[src/rtl/spi_word_sequencer.sv]
// SPI mode-0 master that streams queued 64-bit words under one CS window and captures replies.
// Define SPI_BOOT_WAIT_EN to add the boot_done port and hold transfers until target boot completes.
module spi_word_sequencer #(
  parameter int unsigned FIFO_DEPTH = 8,
  parameter int unsigned CLKDIV     = 2
) (
  input  logic        CLK,
  input  logic        reset,
  input  logic [63:0] word_in,
  input  logic        word_valid,
  output logic        word_ready,
`ifdef SPI_BOOT_WAIT_EN
  input  logic        boot_done,
`endif
  output logic        SCK,
  output logic        CS,
  output logic        COPI,
  input  logic        CIPO,
  output logic [63:0] rx_word,
  output logic        rx_valid,
  output logic        busy
);

  localparam int unsigned AW = (FIFO_DEPTH > 1) ? $clog2(FIFO_DEPTH) : 1;
  localparam int unsigned HW = (CLKDIV > 1) ? $clog2(CLKDIV) : 1;
  localparam logic [HW-1:0] H_LAST   = HW'(CLKDIV - 1);
  localparam logic [AW:0]   FULL_CNT = (AW+1)'(FIFO_DEPTH);

  typedef enum logic [2:0] {IDLE, SETUP, HIGH, LOW, DESEL, HOLD} state_t;

  logic [63:0]   mem [FIFO_DEPTH];
  logic [AW-1:0] wr_ptr, rd_ptr;
  logic [AW:0]   count;
  logic          push, pop, fifo_empty, gate;
  logic [63:0]   head;

  state_t        state;
  logic [HW-1:0] hcnt;
  logic          h_last;
  logic [5:0]    bit_cnt, next_bit;
  logic          word_end;
  logic [63:0]   tx_word, rx_shift, rx_next;

  // Serial bit k maps to byte k/8, MSB first within the byte.
  function automatic logic [5:0] bit_idx(input logic [5:0] k);
    bit_idx = {k[5:3], ~k[2:0]};
  endfunction

  assign fifo_empty = (count == '0);
  assign word_ready = !reset && (count != FULL_CNT);
  assign push       = word_valid && word_ready;
  assign head       = mem[rd_ptr];
  assign busy       = !CS || !fifo_empty;

`ifdef SPI_BOOT_WAIT_EN
  logic boot_flag;

  always_ff @(posedge CLK) begin
    if (reset)
      boot_flag <= 1'b0;
    else if (boot_done)
      boot_flag <= 1'b1;
  end

  assign gate = boot_flag;
`else
  assign gate = 1'b1;
`endif

  assign h_last   = (hcnt == H_LAST);
  assign next_bit = bit_cnt + 6'd1;
  assign word_end = (state == HIGH) && h_last && (bit_cnt == 6'd63);
  assign pop      = !fifo_empty && (((state == IDLE) && gate) || word_end);

  always_comb begin
    rx_next = rx_shift;
    rx_next[bit_idx(bit_cnt)] = CIPO;
  end

  always_ff @(posedge CLK) begin
    if (push)
      mem[wr_ptr] <= word_in;
  end

  always_ff @(posedge CLK) begin
    if (reset) begin
      wr_ptr <= '0;
      rd_ptr <= '0;
      count  <= '0;
    end else begin
      if (push)
        wr_ptr <= wr_ptr + 1'b1;
      if (pop)
        rd_ptr <= rd_ptr + 1'b1;
      unique case ({push, pop})
        2'b10:   count <= count + 1'b1;
        2'b01:   count <= count - 1'b1;
        default: ;
      endcase
    end
  end

  always_ff @(posedge CLK) begin
    if (reset) begin
      state    <= IDLE;
      hcnt     <= '0;
      bit_cnt  <= '0;
      tx_word  <= '0;
      rx_shift <= '0;
      CS       <= 1'b1;
      SCK      <= 1'b0;
      COPI     <= 1'b0;
      rx_word  <= '0;
      rx_valid <= 1'b0;
    end else begin
      rx_valid <= 1'b0;
      hcnt     <= h_last ? '0 : hcnt + 1'b1;
      case (state)
        IDLE: begin
          hcnt <= '0;
          CS   <= 1'b1;
          SCK  <= 1'b0;
          if (pop) begin
            tx_word <= head;
            COPI    <= head[7];
            CS      <= 1'b0;
            bit_cnt <= '0;
            state   <= SETUP;
          end
        end
        SETUP: begin
          if (h_last) begin
            SCK   <= 1'b1;
            state <= HIGH;
          end
        end
        HIGH: begin
          if (h_last) begin
            SCK      <= 1'b0;
            rx_shift <= rx_next;
            bit_cnt  <= next_bit;
            if (bit_cnt == 6'd63) begin
              rx_word  <= rx_next;
              rx_valid <= 1'b1;
              // Chain straight into the next queued word: its bit0 replaces
              // the setup phase, so CS stays low with no gap.
              if (!fifo_empty) begin
                tx_word <= head;
                COPI    <= head[7];
                state   <= LOW;
              end else begin
                COPI  <= 1'b0;
                state <= DESEL;
              end
            end else begin
              COPI  <= tx_word[bit_idx(next_bit)];
              state <= LOW;
            end
          end
        end
        LOW: begin
          if (h_last) begin
            SCK   <= 1'b1;
            state <= HIGH;
          end
        end
        DESEL: begin
          if (h_last) begin
            CS    <= 1'b1;
            state <= HOLD;
          end
        end
        HOLD: begin
          if (h_last)
            state <= IDLE;
        end
        default: state <= IDLE;
      endcase
    end
  end

endmodule

[config.mk]
export PLATFORM = sky130hd
export DESIGN_NAME = spi_word_sequencer
export DESIGN_NICKNAME = d
export VERILOG_FILES = /design/src/rtl/spi_word_sequencer.sv
export SDC_FILE = /design/constraint.sdc
export NUM_CORES = 1
export LEC_CHECK = 0
export BUFFER_PORTS_ARGS = -buffer_cell sky130_fd_sc_hd__clkbuf_2
export CAP_MARGIN = 0
export CORE_ASPECT_RATIO = 1.5
export CORE_UTILIZATION = 60
export CTS_BUF_LIST = sky130_fd_sc_hd__clkbuf_16
export DETAILED_ROUTE_END_ITERATION = 10
export PLACE_DENSITY_LB_ADDON = 0.05
export REMOVE_ABC_BUFFERS = 1
export SYNTH_ARGS = -nofsm -noshare
export SYNTH_HDL_FRONTEND = slang
export SYNTH_SLANG_ARGS = --single-unit
export TNS_END_PERCENT = 10
[constraint.sdc]
create_clock -name CLK -period 12.8 [get_ports CLK]
set_clock_uncertainty 0.15 [all_clocks]
set_input_delay 3.2 -clock CLK [delete_from_list [all_inputs] [get_ports CLK]]
set_output_delay 3.2 -clock CLK [all_outputs]
set_load 0.02 [all_outputs]
==> metrics.csv, run 1 <==
metric,value,unit
worstHoldPathType,reg -> reg,
ios,138,
crit_path_start_kind,primary input,
die_height,270,um
grt_pass1_vias,16000,
vias,15700,
syn-cell-area,0.0288,mm^2
synth_top_cell_by_area,edfxtp_1,
start_util,0.612,
crit_fanout,89,
dieArea,0.0488,mm^2
vdd_ir_drop_max,0.151,mV
ant_nets,0,
period_needed,7.37,ns
rsz0062_at_grt,no,
drc_errors,0,
fin_crit_sh,0.576,
placed_area,0.0298,mm^2
maxSlewHeadroom,0.278,
ctsResizeCount,0,
fin_tns_setup,0,ns
ff2ff_setup_slack,8.84,ns
status,completed,
clkTransAtPathRegs,0.06,ns
syn_to_final_growth,11.7,%
ys_warn_count,0,
finalWeightedCongestion,0.806,
async_flop_share,0,
path_class,in -> out,
maxCapViolations,0,
finalInstanceArea,0.0321,mm^2
worstReg2RegEnd,count[3],
path_cells,buf_6 > nor2b_1 > clkbuf_2,
tritoncts,yes,
reg2reg_depth,10,
synth_cell_types,63,
cts_setup_buffers,0,
p_per_area,176,mW/mm^2
crit_arrival,4.02,ns
synth-edff-count,512,
die_x,181,um
seq_area_frac_synth,0.687,
coreArea,0.0470,mm^2
cts_buffers,68,
wire_per_inst,22.6,um
holdBufCountCts,0,
holdCritStartpoint,rx_shift[55],
grt_antenna_before_repair,6,
end_kind,output pin,
avgSynthCellArea,15.8,um^2
clock.fmax,136,MHz
hold-path-cell-count,2,
cts-root-buf,clkbuf_16,
synth_area_leaders,"edfxtp_1 53%, dfxtp_1 15%, mux4_2 11%",
synth_cells,1819,
cts_max_level,3,
yosysMostFrequentCell,edfxtp_1,
fin_nets,1983,
grt_overflow,0,
hold_violations,0,
critical-path-max-stage-delay,0.51,ns
cp.required,9.45,ns
grt_usage,0.246,
clockBufferDepth,3,
num_rows,97,
ys_ff_latch,731,
finalSetupViolCount,0,
grt_start_max_net_pins,105,
synth_top_flop_cell,edfxtp_1,
worstHoldEndpoint,rx_shift[55],
dp_hpwl,32200,um
r2r-start,bit_cnt[1],
port_buffers,137,
p_leak,10.3,nW
grt_pass1_wl,91000,um
worstSkewPairLatency,0.61,ns
n_fill_cell,3200,
totalWireLength,58000,um
cts.sinks,731,
slew_violations,0,
dr.pass1.iters,4,
via_per_inst,6.11,
synth_top_area_frac,0.535,
layout-drive-gt1-share,0.226,
drtIter0Drc,1213,
synth_common_cells,"512 x edfxtp_1, 244 x nor2_1, 219 x dfxtp_1",
tightest_slew,1.08,ns
slowest_stage,buf_6,
## layout by cell type (no fill, tap or decap), types with 7 or more instances in the layout
cell type	n
clkbuf_16	72
nand2b_1	9
nand2_1	57
nand4_1	8
bufinv_16	8
clkbuf_2	136
mux4_2	144
dfxtp_1	215
buf_4	27
a211oi_1	181
a21oi_1	16
nor3_1	12
inv_1	13
nor2_1	240
o21ai_0	21
clkinv_2	11
nand3_1	16
clkinv_1	12
edfxtp_1	512
a311oi_1	7
mux2i_1	130
## worst max-delay path by stage
stage | from | to | slack, ns | cells after the start
floorplan | word_valid | mem[0][0] | 2.36 | 4
global placement | reset | word_ready | 5.43 | 3
detailed placement | reset | word_ready | 5.44 | 3
CTS | reset | word_ready | 5.43 | 3
global route | reset | word_ready | 5.34 | 3
finish | reset | word_ready | 5.43 | 3
## registers in the layout, summed over array words and instances (netlist names), named ones only
signal and count:
state 3, CS 1, rd_ptr 3, mem 512, rx_valid 1, SCK 1
tx_word 64, bit_cnt 6, wr_ptr 3, count 4, COPI 1, rx_shift 64
h_last 1, rx_word 64
## cell type report
type,count,area [um^2],share of cell area
Multi-Input combinational cell,940,8390,0.261
Sequential cell,731,19800,0.615
Clock buffer,72,1800,0.0561
Tap cell,594,743,0.0231
Inverter,4,27.5,0.000857
Antenna cell,6,15.0,0.000467
Timing Repair Buffer,165,915,0.0285
Clock inverter,54,470,0.0146
## cell families after synthesis
logic type               synth area share
AO/OA/AOI/OAI                      0.0643
XOR/XNOR                          0.00309
adder cells (fa/ha/maj)           0.00217
buffers and inverters              0.0236
flip-flops                          0.687
multiplexers                        0.159
AND/OR/NAND/NOR                    0.0606
## power breakdown
| part | switching [mW] | total (mW) | internal (mW) | leakage (nW) |
|---|---|---|---|---|
| clock network | 0.863 | 2.05 | 1.19 | 1.16 |
| registers | 0.105 | 2.76 | 2.66 | 6.41 |
| logic | 0.456 | 0.845 | 0.389 | 2.78 |
| total | 1.42 | 5.66 | 4.23 | 10.3 |
## per-layer routing
layer | GRT usage | routed length, um | vias to the layer above
li1 | - | - | 7299
met1 | 0.308 | 23400 | 7907
met2 | 0.423 | 30100 | 378
met3 | 0.0374 | 2510 | 98
met4 | 0.112 | 2000 | 2
met5 | 0 | 11 | -
## critical path, delay by kind of cell
kind / cells / cell delay (ns)
buffers and inverters: 2 / 0.69
and+or+nand+nor: 1 / 0.09
## stage by stage
step                 util  hold WS (ns)  cells  total power [mW]  setup slack (ns)
finish              0.684         0.319   2566              5.66              5.43
global route        0.684         0.342   2563              5.89              5.34
CTS                 0.684         0.317   2560              5.72              5.43
detailed placement  0.635         0.308   2434              3.68              5.44
global placement    0.635         0.301   2434              3.65              5.43
floorplan               -         0.289   1675              3.50              2.36
No activity file was read; power rests on OpenSTA's default activity.
==> inputs of run 2 (changes only) <==
--- a/config.mk
+++ b/config.mk
@@ -8,7 +8,7 @@
 export BUFFER_PORTS_ARGS = -buffer_cell sky130_fd_sc_hd__clkbuf_2
 export CAP_MARGIN = 0
 export CORE_ASPECT_RATIO = 1.5
-export CORE_UTILIZATION = 60
+export CORE_UTILIZATION = 55
 export CTS_BUF_LIST = sky130_fd_sc_hd__clkbuf_16
 export DETAILED_ROUTE_END_ITERATION = 10
 export PLACE_DENSITY_LB_ADDON = 0.05
==> constraint.sdc (replaced) <==
create_clock -name CLK -period 6.6 [get_ports CLK]
set_clock_uncertainty 0.15 [all_clocks]
set_input_delay 1.65 -clock CLK [delete_from_list [all_inputs] [get_ports CLK]]
set_output_delay 1.65 -clock CLK [all_outputs]
set_load 0.02 [all_outputs]
==> metrics.csv, run 2 (synthesis results as in run 1) <==
metric,value,unit
grt_pass1_vias,15600,
status,completed,
cts_max_level,3,
clock_power_share,0.352,
syn_to_final_growth,11.7,%
grt_usage,0.224,
num_rows,102,
clockBufferDepth,3,
dieArea,0.0532,mm^2
p_per_area,337,mW/mm^2
vdd_ir_drop_max,0.238,mV
crit_fanout,73,
intPower,8.06,mW
dp_hpwl,32800,um
regMostFlops,mem,
power,10.8,mW
grt_pass1_wl,89900,um
cp.required,4.80,ns
slew_violations,0,
post-route-util,0.621,
worstHoldPathType,reg -> reg,
final_common_cell,edfxtp_1,
period_needed,4.16,ns
ant_nets,0,
p_leak,10.3,nW
layout-drive-gt1-share,0.223,
grt_start_max_net_pins,128,
largest_reg_flops,512,
start_util,0.556,
grt_antenna_before_repair,6,
drtIter0Drc,833,
p_sw_frac,0.255,
holdBufCountCts,0,
wire_per_inst,21.9,um
finalWeightedCongestion,0.776,
port_buffers,137,
dr.pass1.iters,6,
maxCapViolations,0,
n_fill_cell,3840,
crit_arrival,2.36,ns
coreArea,0.0517,mm^2
worstSkewPairLatency,0.60,ns
tritoncts,yes,
crit_path_start_kind,primary input,
fin_nets,1980,
fin_tns_setup,0,ns
clkTransAtPathRegs,0.06,ns
drc_errors,0,
vias,15500,
die_x,189,um
ios,138,
maxSlewHeadroom,0.238,
fin_crit_sh,0.631,
final_cell_mix,"512 x edfxtp_1, 240 x nor2_1, 215 x dfxtp_1, 181 x a211oi_1, 144 x mux4_2",
ctsResizeCount,0,
path_class,in -> out,
hold_violations,0,
switching_power,2.76,mW
pwr-share-comb,0.154,
rsz0062_at_grt,no,
placed_area,0.0299,mm^2
grt_overflow,0,
clock.fmax,240,MHz
cts-root-buf,clkbuf_16,
tightest_slew,1.14,ns
cts_setup_buffers,0,
totalWireLength,57800,um
finalSetupViolCount,0,
cts_buffers,68,
die_height,282,um
end_kind,output pin,
cts.sinks,731,
finalInstanceArea,0.0321,mm^2
via_per_inst,5.87,
p_seq_frac,0.494,
## run 2: critical path, cell delays in order
cell and delay (ns):
buf_6 0.41, nor2b_1 0.10, clkbuf_2 0.18
## run 2: layer usage
layer,wire length [um],vias up,track usage
met5,74,-,0
met4,1290,10,0.0757
met3,2420,93,0.0403
met2,30800,325,0.401
met1,23300,7755,0.272
li1,-,7298,-
## run 2: area by class of cell
class | instances | area (um^2) | area share
sequential | 731 | 19800 | 0.616
antenna | 1 | 2.50 | 0.0000779
clock buffer | 71 | 1780 | 0.0553
tap | 676 | 846 | 0.0263
inverter | 4 | 27.5 | 0.000857
clock inverter | 54 | 402 | 0.0125
timing repair buffer | 162 | 905 | 0.0282
multi-input combinational | 940 | 8390 | 0.261
## run 2: final timing paths
| path | start | to | slack [ns] | cells after the start |
|---|---|---|---|---|
| setup reg to reg | bit_cnt[1] | count[3] | 2.49 | 10 |
| hold reg to reg | rx_shift[56] | rx_shift[56] | 0.32 | 2 |
| hold / removal | rx_shift[56] | rx_shift[56] | 0.32 | 2 |
| setup / recovery | reset | word_ready | 2.44 | 3 |
## run 2: power by group through the flow
stage,registers [mW],clock network (mW),logic [mW]
after floorplan,5.52,0,1.28
after global placement,5.44,0,1.67
after detailed placement,5.45,0,1.69
after CTS,5.35,3.91,1.70
after global routing,5.38,4.08,1.84
final,5.35,3.81,1.66
## run 2: stage by stage
stage | instances | setup WS, ns | hold slack [ns]
2_1_floorplan | 1675 | -2.29 | 0.289
3_3_place_gp | 2513 | 2.32 | 0.301
3_5_place_dp | 2513 | 2.35 | 0.314
4_1_cts | 2638 | 2.40 | 0.326
5_1_grt | 2639 | 2.19 | 0.354
6_report | 2639 | 2.44 | 0.322
